### config.mk
export PLATFORM = sky130hd
export DESIGN_NAME = product_accumulator_flat
export DESIGN_NICKNAME = d
export VERILOG_FILES = /design/src/rtl/product_accumulator_if.sv /design/src/rtl/product_accumulator.sv /design/src/flat_wrapper.sv
export SDC_FILE = /design/constraint.sdc
export NUM_CORES = 1
export LEC_CHECK = 0
export CELL_PAD_IN_SITES_DETAIL_PLACEMENT = 0
export CELL_PAD_IN_SITES_GLOBAL_PLACEMENT = 2
export CORE_UTILIZATION = 30
export DETAILED_ROUTE_END_ITERATION = 12
export HOLD_SLACK_MARGIN = 0.03
export PLACE_DENSITY_LB_ADDON = 0.1
export SLEW_MARGIN = 10
export SYNTH_ARGS = -nofsm -noshare
export SYNTH_HDL_FRONTEND = slang
export SYNTH_SLANG_ARGS = --single-unit
### constraint.sdc
create_clock -name clk -period 2.27 [get_ports clk]
set_input_delay 0.454 -clock clk [delete_from_list [all_inputs] [get_ports clk]]
set_output_delay 0.454 -clock clk [all_outputs]
set_load 0.02 [all_outputs]
### src/rtl/product_accumulator_if.sv
// Handshake bundle between the upstream multiplier, the product accumulator and its consumer.
interface product_accumulator_if #(
  parameter int ACC_W = 12
);
  logic             start;
  logic             abort;
  logic [7:0]       product;
  logic             in_valid;
  logic             in_ready;
  logic [ACC_W-1:0] acc_out;
  logic             overflow;
  logic             out_valid;
  logic             out_ready;
  logic             busy;

  modport master (
    output start, abort, product, in_valid, out_ready,
    input  in_ready, acc_out, overflow, out_valid, busy
  );

  modport slave (
    input  start, abort, product, in_valid, out_ready,
    output in_ready, acc_out, overflow, out_valid, busy
  );
endinterface

### src/rtl/product_accumulator.sv
// Sums COUNT unsigned 8-bit products into an ACC_W-bit register with a sticky overflow flag,
// then holds the result until the consumer takes it.
module product_accumulator #(
  parameter int COUNT = 4,
  parameter int ACC_W = 12
) (
  input logic                  clk,
  input logic                  rst_n,
  product_accumulator_if.slave bus
);
  typedef enum logic [1:0] {IDLE, ACCUM, HOLD} state_t;

  localparam logic [7:0] LAST = 8'(COUNT - 1);

  state_t           state_q, state_d;
  logic [ACC_W-1:0] acc_q, acc_d;
  logic [7:0]       cnt_q, cnt_d;
  logic             ovf_q, ovf_d;
  logic             accept;
  logic [ACC_W:0]   sum;

  // abort masks ready so a product offered on the abort cycle is never taken
  assign bus.in_ready = (state_q == ACCUM) && !bus.abort;
  assign accept       = bus.in_valid && bus.in_ready;
  assign sum          = {1'b0, acc_q} + {{(ACC_W - 7){1'b0}}, bus.product};

  always_comb begin
    state_d = state_q;
    acc_d   = acc_q;
    cnt_d   = cnt_q;
    ovf_d   = ovf_q;
    case (state_q)
      IDLE: begin
        if (bus.start) begin
          state_d = ACCUM;
          acc_d   = '0;
          cnt_d   = '0;
          ovf_d   = 1'b0;
        end
      end
      ACCUM: begin
        if (bus.abort) begin
          state_d = IDLE;
          acc_d   = '0;
          cnt_d   = '0;
          ovf_d   = 1'b0;
        end else if (accept) begin
          acc_d = sum[ACC_W-1:0];
          cnt_d = cnt_q + 8'd1;
          ovf_d = ovf_q | sum[ACC_W];
          if (cnt_q == LAST) begin
            state_d = HOLD;
          end
        end
      end
      HOLD: begin
        if (bus.out_ready) begin
          state_d = IDLE;
        end
      end
      default: state_d = IDLE;
    endcase
  end

  always_ff @(posedge clk) begin
    if (!rst_n) begin
      state_q <= IDLE;
      acc_q   <= '0;
      cnt_q   <= '0;
      ovf_q   <= 1'b0;
    end else begin
      state_q <= state_d;
      acc_q   <= acc_d;
      cnt_q   <= cnt_d;
      ovf_q   <= ovf_d;
    end
  end

  assign bus.acc_out   = acc_q;
  assign bus.overflow  = ovf_q;
  assign bus.out_valid = (state_q == HOLD);
  assign bus.busy      = (state_q != IDLE);
endmodule

### src/flat_wrapper.sv
// flat-port wrapper written by rule: the top's interface ports become plain ports
module product_accumulator_flat 
#(
  parameter int COUNT = 4,
  parameter int ACC_W = 12
)
  (clk, rst_n, bus_start, bus_abort, bus_product, bus_in_valid, bus_out_ready, bus_in_ready, bus_acc_out, bus_overflow, bus_out_valid, bus_busy);
  product_accumulator_if #(.ACC_W(ACC_W)) bus_i ();
  input logic clk;
  input logic rst_n;
  input wire logic [$bits(bus_i.start)-1:0] bus_start;
  input wire logic [$bits(bus_i.abort)-1:0] bus_abort;
  input wire logic [$bits(bus_i.product)-1:0] bus_product;
  input wire logic [$bits(bus_i.in_valid)-1:0] bus_in_valid;
  input wire logic [$bits(bus_i.out_ready)-1:0] bus_out_ready;
  output wire logic [$bits(bus_i.in_ready)-1:0] bus_in_ready;
  output wire logic [$bits(bus_i.acc_out)-1:0] bus_acc_out;
  output wire logic [$bits(bus_i.overflow)-1:0] bus_overflow;
  output wire logic [$bits(bus_i.out_valid)-1:0] bus_out_valid;
  output wire logic [$bits(bus_i.busy)-1:0] bus_busy;
  assign bus_i.start = bus_start;
  assign bus_i.abort = bus_abort;
  assign bus_i.product = bus_product;
  assign bus_i.in_valid = bus_in_valid;
  assign bus_i.out_ready = bus_out_ready;
  assign bus_in_ready = bus_i.in_ready;
  assign bus_acc_out = bus_i.acc_out;
  assign bus_overflow = bus_i.overflow;
  assign bus_out_valid = bus_i.out_valid;
  assign bus_busy = bus_i.busy;
  product_accumulator #(.COUNT(COUNT), .ACC_W(ACC_W)) u_core (.clk(clk), .rst_n(rst_n), .bus(bus_i));
endmodule
==> results of run 1 <==
==> cell type report <==
type | instances | share of cell area [%]
clock buffers | 4 | 2.31
well taps | 54 | 3.47
flip-flops and latches | 23 | 23.7
inverters | 5 | 0.964
repair buffers | 46 | 21.4
multi-input cells | 134 | 48.2
==> sequential cells by signal, summed over array words and instances, names as in the netlist <==
name	count
u_core.bus.acc_out	12
u_core.cnt_q	8
u_core.state_q	2
u_core.bus.overflow	1
==> metal layers <==
layer / global-route usage, % / share of wire, %
met1: 22.4 / 52
met2: 23.6 / 44
met3: 2.67 / 3.2
met4: 5.45 / 1.2
met5: 0 / 0
==> stage by stage <==
step,TNS [ns],setup WS (ns),hold WS [ns]
2_1_floorplan,0,0.286,0.468
4_1_cts,0,0.00523,0.452
3_5_place_dp,-0.955,-0.276,0.439
6_report,0,0.0992,0.447
3_3_place_gp,-0.821,-0.249,0.438
5_1_grt,0,0.0121,0.463
==> cell families (layout without fill, tap and decap cells) <==
kind of cell,after synthesis,count (layout),synth area share [%]
adder cells (fa/ha/maj),10,10,9.09
AO/OA/AOI/OAI,47,47,22.2
XOR/XNOR,10,10,6.00
multiplexers,3,3,2.49
flip-flops,23,23,31.6
buffers and inverters,11,55,4.72
AND/OR/NAND/NOR,64,64,23.9
==> repair_timing <==
action | in CTS | in global routing
pin swaps | 0 | 1
endpoints found under the setup margin | 1 | 3
setup buffers | 0 | 0
gates resized for setup | 1 | 2
==> worst max path at each step <==
stage	start	endpoint	slack [ns]	cells past startpoint
after floorplan	bus_product[0]	u_core.bus.acc_out[10]$_SDFFE_PN0P_	0.29	6
after global placement	bus_product[0]	u_core.bus.acc_out[10]$_SDFFE_PN0P_	-0.25	8
after detailed placement	bus_product[0]	u_core.bus.acc_out[10]$_SDFFE_PN0P_	-0.28	8
after CTS	bus_product[0]	u_core.bus.acc_out[10]$_SDFFE_PN0P_	0.005	8
after global routing	bus_product[0]	u_core.bus.acc_out[10]$_SDFFE_PN0P_	0.01	8
final	bus_product[0]	u_core.bus.acc_out[10]$_SDFFE_PN0P_	0.1	8
==> where the power goes <==
group / switching (mW) / internal (mW)
combinational: 0.0991 / 0.0943
clock: 0.144 / 0.126
sequential: 0.0107 / 0.411
==> tightest hold or removal path, delay by kind of cell (launching register included) <==
family / cells / cell delay, ns
and+or+nand+nor: 1 / 0.05
DFF: 1 / 0.32
AOI/OAI and AO/OA: 1 / 0.05
==> cell usage in the layout, fill, tap and decap left out, drive strengths merged, types with 3 or more instances in the layout <==
cell type / Yosys / routed
clkbuf: 1 / 4
inv: 5 / 5
buf: 5 / 17
xor2: 6 / 6
nor4: 3 / 3
nand2: 5 / 5
a21oi: 10 / 10
o21ai: 9 / 9
a211oi: 3 / 3
or3: 3 / 3
nor3: 3 / 3
clkdlybuf4s50: 0 / 28
xnor2: 4 / 4
a22oi: 4 / 4
o21a: 3 / 3
dfxtp: 23 / 23
nand3: 14 / 14
a21o: 4 / 4
nor2: 15 / 15
ha: 9 / 9
nand4: 7 / 7
==> summary.md, run 1 <==
| Metric | Value |
|---|---|
| Status | `finished, final reports clean` |
| Kind of critical path | `in2reg` |
| YS warnings | `0` |
| Die H | `approximately 72 um` |
| Layout cell share with drive strength beyond 1 | `a little over an eighth` |
| Placed instance area | `between 1500 and 2000 um^2` |
| Yosys top cell by area | `dfxtp_1` |
| Post-synth EDFFs | `0` |
| Clock Tree Root | `clkbuf_8` |
| R2R setup slack | `between 0.3 and 0.4 ns` |
| Crit path buffers/inverters | `2` |
| Worst reg2reg path depth | `7` |
| Worst-margin pin slew | `0.505 ns` |
| Pwr dens | `about 450 nW/um^2` |
| Most frequent cells after synthesis | `23 x dfxtp_1, 15 x nor2_1, 14 x nand3_1, 9 x a21oi_1, 9 x ha_1` |
| Worst Skew | `around 0.0016 ns` |
| RSZ-0062 raised after global routing | `no` |
| CTS tree | `built` |
| Slew Viols, Final | `0` |
| Post-synth top flop | `dfxtp_1` |
| DIE AREA | `5150 um^2` |
| Reg2reg end | `u_core.bus.acc_out[10]$_SDFFE_PN0P_` |
| Most frequent cell after synthesis | `dfxtp_1` |
| Min cycle time layout | `roughly 2.2 ns` |
| Hold Crit Start | `u_core.bus.overflow$_SDFFE_PN0P_` |
| Syn avg cell area | `8.68 um^2` |
| Post-DP HPWL | `around 2900 um` |
| H-tree level count | `1` |
| Post-cts hold buffer count | `0` |
| CP Cell Sequence | `clkdlybuf4s50_1, ha_1, fa_2, a21o_1, a221oi_2, buf_4, or2_1, o31ai_1` |
| Core area | `around 4700 um^2` |
| Clock buffer depth | `2` |
| Worst setup EP type | `flop` |
| Vias | `1418` |
| Max incr delay on CP | `approximately 0.41 ns` |
| Seq cells post-synth | `23` |
| Hold EP | `u_core.bus.overflow$_SDFFE_PN0P_` |
| FF+latch area | `roughly 460 um^2` |
| Wire length per cell | `between 10 and 15 um` |
| Number of global-route vias before repair | `between 1000 and 1500` |
| Post-layout util | `41.5%` |
| Gpl congestion | `between 0.7 and 0.8` |
| Number of routed nets with antenna violations | `0` |
| Crit Path Max Fanout | `4` |
| CP Data Arrival Time | `2.32 ns` |
| Startpoint types | `input port` |
| First-pass DRT Iterations | `4` |
| Syn-to-layout area delta | `33.4%` |
| Gr usage total | `~16%` |
| Ports | `30` |
| Asr flop ratio synth | `0%` |
| Cell Area, Synth | `approximately 1500 um^2` |
| Final Total Pwr | `~880 uW` |
| WHS Path Cells | `2` |
| Final wirelength | `between 3000 and 4000 um` |
| Max Clk Rate | `~460 MHz` |
| IO Port Bufs | `29` |
| Final Non-Filler Cells | `~270` |
| CTS buffer count | `3` |
| Vias per cell | `around 5.3` |
| Worst hold path type | `reg2reg` |
| Die span in x | `between 70 and 80 um` |
| Worst-path clk slew | `roughly 0.090 ns` |
| Inserted Diodes | `0` |
| Row count | `25` |
| Area taken by multi-input logic gates | `938 um^2` |
| FILL cells | `between 400 and 500` |
| Yosys cell types | `roughly 50` |
| Gr ovfl total | `0` |
| Final worst path period share | `a little over nine tenths` |
| Syn_nets | `around 190` |
| Slew margin rel. | `approximately two thirds` |
| Initial core utilization | `31.1%` |
| First-pass GRT wire length | `6400 um` |
| Reg2reg start | `u_core.bus.acc_out[0]$_SDFFE_PN0P_` |
| DRC errors left | `0` |
| Final Hold Fails | `0` |
| Initial antenna violation count | `0` |
| Max cap viols | `0` |
| Final #Nets | `approximately 240` |
| Post-synthesis sequential area ratio | `a little under a third` |
| Peak supply drop | `between 0.15 and 0.2 mV` |
| Dpl cells | `262` |
| Initial DRC Count | `63` |
| Crit-path slowest cell | `clkdlybuf4s50_1` |
| Leak | `roughly 0.75 nW` |
| Largest cells by area after synthesis | `dfxtp_1 32%, ha_1 7.7%, nand3_1 4.8%` |
| Sink Count | `23` |
| Finished Cell Area | `about 2000 um^2` |
| Clk Latency, worst-skew pair | `between 0.2 and 0.3 ns` |
| Largest net degree at the start of global routing | `14` |
| Final setup viols | `0` |
| Number of cells produced by synthesis | `between 150 and 200` |
| Required @ worst endpoint | `2.42 ns` |
| Post-synth top area share | `approximately a third` |
| CP top delay family | `compound AO/OA/AOI/OAI gates` |
Power figures use the tool's default switching activity.
==> run 2: changes to the inputs <==
--- a/config.mk
+++ b/config.mk
@@ -11,7 +11,9 @@
 export DETAILED_ROUTE_END_ITERATION = 12
 export HOLD_SLACK_MARGIN = 0.03
 export PLACE_DENSITY_LB_ADDON = 0.1
+export RECOVER_POWER = 50
 export SLEW_MARGIN = 10
 export SYNTH_ARGS = -nofsm -noshare
 export SYNTH_HDL_FRONTEND = slang
 export SYNTH_SLANG_ARGS = --single-unit
+export TNS_END_PERCENT = 100
==> run 2 against run 1 <==
Compared with the run above:
- sequential share of layout area is 0.17 points higher
- largest cell class unchanged
- flip-flop and latch count stayed put
- highest routed layer unchanged
- non-clock buffer count stayed put
- register-to-register slack hardly changed
- clock power hardly changed
- power is 0.99% lower
- fmax is 0.19% higher
- combinational power is 3% lower
- first-iteration DRC count is 1.6% higher
- global-route usage stayed put
==> summary.md, run 2 (synthesis gave the netlist of run 1 again) <==
| Metric | Value |
|---|---|
| First-pass GRT wire length | `6400 um (unchanged)` |
| Vias | `1425 (+0.49%)` |
| Placed instance area | `1890 um^2 (unchanged)` |
| Dpl cells | `262 (unchanged)` |
| Slew margin rel. | `67.0% (+0.95 points)` |
| RSZ-0062 raised after global routing | `no` |
| Worst-path clk slew | `0.09 ns (about the same)` |
| Die span in x | `71.7 um (unchanged)` |
| Kind of critical path | `in2reg` |
| Initial core utilization | `31.1% (unchanged)` |
| Startpoint types | `input port` |
| Gpl congestion | `0.799 (unchanged)` |
| Clock buffer depth | `2 (unchanged)` |
| Initial DRC Count | `64 (+1.6%)` |
| Post-layout util | `41.2% (-0.29 points)` |
| CP Data Arrival Time | `2.32 ns (about the same)` |
| Core area | `4690 um^2 (unchanged)` |
| M3 GR Usage | `2.67% (unchanged)` |
| Final #Nets | `237 (unchanged)` |
| DRC errors left | `0 (unchanged)` |
| Max cap viols | `0 (unchanged)` |
| Final wirelength | `3770 um (-0.26%)` |
| Number of global-route vias before repair | `1373 (unchanged)` |
| Largest net degree at the start of global routing | `14 (unchanged)` |
| Crit-path slowest cell | `clkdlybuf4s50_1` |
| Min cycle time layout | `2.17 ns (-0.00408 ns)` |
| H-tree level count | `1 (unchanged)` |
| Worst Skew | `0.00103 ns (-0.000587 ns)` |
| Status | `finished, final reports clean` |
| Post-CTS Setup Bufs | `0 (unchanged)` |
| Crit path buffers/inverters | `2 (unchanged)` |
| Post-cts hold buffer count | `0 (unchanged)` |
| Final worst path period share | `95.5% (-0.18 points)` |
| Vias per cell | `5.36 (+0.49%)` |
| Crit Path Max Fanout | `4 (unchanged)` |
| Max Clk Rate | `462 MHz (+0.19%)` |
| Row count | `25 (unchanged)` |
| Worst-margin pin slew | `0.491 ns (-0.0141 ns)` |
| Hold Worst Slack | `0.446 ns (-0.000884 ns)` |
| Max incr delay on CP | `0.41 ns (about the same)` |
| First-pass DRT Iterations | `6 (+2)` |
| CP Cell Sequence | `clkdlybuf4s50_1, ha_1, fa_2, a21o_1, a221oi_2, buf_4, or2_1, o31ai_1` |
| Met2 GRT Util | `23.6% (unchanged)` |
| FF+latch area | `460 um^2 (unchanged)` |
| Required @ worst endpoint | `2.42 ns (about the same)` |
| Gr usage total | `15.6% (unchanged)` |
| Finished Cell Area | `1930 um^2 (-0.71%)` |
| Number of routed nets with antenna violations | `0 (unchanged)` |
| Gr ovfl total | `0 (unchanged)` |
| Final Non-Filler Cells | `266 (unchanged)` |
| Inserted Diodes | `0 (unchanged)` |
| Initial antenna violation count | `0 (unchanged)` |
| Leak | `0.774 nW (+3.3%)` |
| Final Hold Fails | `0 (unchanged)` |
| Commonest non-fill, non-tap cell in the layout | `dfxtp_1` |
| Slew Viols, Final | `0 (unchanged)` |
| Met1 global-route usage | `22.4% (unchanged)` |
| IO Port Bufs | `29 (unchanged)` |
| Peak supply drop | `0.173 mV (about the same)` |
| Flip-flop count of the largest register, all copies and words added | `12 (unchanged)` |
| Syn-to-layout area delta | `32.5%` |
| Most Crowded Layer GR | `met2` |
| FILL cells | `486 (+0.62%)` |
| Post-DP HPWL | `2870 um (unchanged)` |
| CTS tree | `built` |
| Commonest non-fill, non-tap cells in the layout | `23 x dfxtp_1, 17 x clkdlybuf4s50_1, 15 x nor2_1, 15 x buf_4, 14 x nand3_1` |
| Die H | `71.7 um (unchanged)` |
| Clock Tree Root | `clkbuf_8` |
| Ports | `30 (unchanged)` |
| Clk Latency, worst-skew pair | `0.27 ns (about the same)` |
| Final setup viols | `0 (unchanged)` |
| Pwr dens | `453 nW/um^2 (-0.28%)` |
| CP top delay family | `compound AO/OA/AOI/OAI gates` |
| CTS buffer count | `3 (unchanged)` |
| Layout cell share with drive strength beyond 1 | `11.3% (-1.9 points)` |
| Area taken by multi-input logic gates | `932 um^2 (-0.67%)` |
| Worst setup margin | `0.103 ns (+0.00408 ns)` |
| Worst hold path type | `reg2reg` |
| Wire length per cell | `14.2 um (-0.26%)` |
| Pre-CTS setup slack | `-0.276 ns (unchanged)` |
| DIE AREA | `5150 um^2 (unchanged)` |
| Sink Count | `23 (unchanged)` |
| Worst setup EP type | `flop` |
-- run 2: cell count changes in the layout (fill, tap and decap cells not counted), sizes merged --
cell | before | now
clkdlybuf4s50 | 28 | 17
clkbuf | 4 | 6
buf | 17 | 15
dlygate4sd3 | 0 | 11
-- run 2: layer usage --
| layer | wire (um) | part of all wire, % |
|---|---|---|
| met4 | 44 | 1.2 |
| met2 | 1680 | 44 |
| met1 | 1930 | 51 |
| met5 | 0 | 0 |
| met3 | 120 | 3.2 |
-- run 2: worst reg2reg max path, stage by stage (launching register included) --
cell and delay, ns:
dfxtp_1 0.33, ha_1 0.24, fa_2 0.37, a21o_1 0.23
a221oi_2 0.29, buf_4 0.16, or2_1 0.12, o31ai_1 0.07
-- run 2: timing repair --
| action | CTS | global route |
|---|---|---|
| setup endpoints to repair | 1 | 3 |
| resized for setup | 1 | 2 |
| pin swaps | 0 | 1 |
| gates cloned | 0 | 0 |
-- run 2: cell type report --
type / count / area share (%)
clock buffers: 4 / 2.33
inverters: 5 / 0.971
multi-input cells: 134 / 48.2
flip-flops and latches: 23 / 23.8
well taps: 54 / 3.50
repair buffers: 46 / 21.2
-- run 2: metrics by stage --
step / total power, mW / setup TNS (ns)
detailed placement: 0.624 / -0.955
finish: 0.876 / 0
global route: 0.919 / 0
global placement: 0.622 / -0.821
floorplan: 0.542 / 0
CTS: 0.892 / 0
-- run 2: worst paths after layout --
path / startpoint / to / slack [ns] / cells after the start
setup reg to reg: u_core.bus.acc_out[0]$_SDFFE_PN0P_ / u_core.bus.acc_out[10]$_SDFFE_PN0P_ / 0.35 / 7
setup / recovery: bus_product[0] / u_core.bus.acc_out[10]$_SDFFE_PN0P_ / 0.10 / 8
hold reg to reg: u_core.bus.overflow$_SDFFE_PN0P_ / u_core.bus.overflow$_SDFFE_PN0P_ / 0.45 / 2
hold / removal: u_core.bus.overflow$_SDFFE_PN0P_ / u_core.bus.overflow$_SDFFE_PN0P_ / 0.45 / 2
-- run 2: report_power, final --
| group | total, mW | switching (mW) | internal, mW |
|---|---|---|---|
| sequential | 0.422 | 0.0103 | 0.411 |
| clock | 0.268 | 0.142 | 0.126 |
| combinational | 0.187 | 0.0982 | 0.0885 |
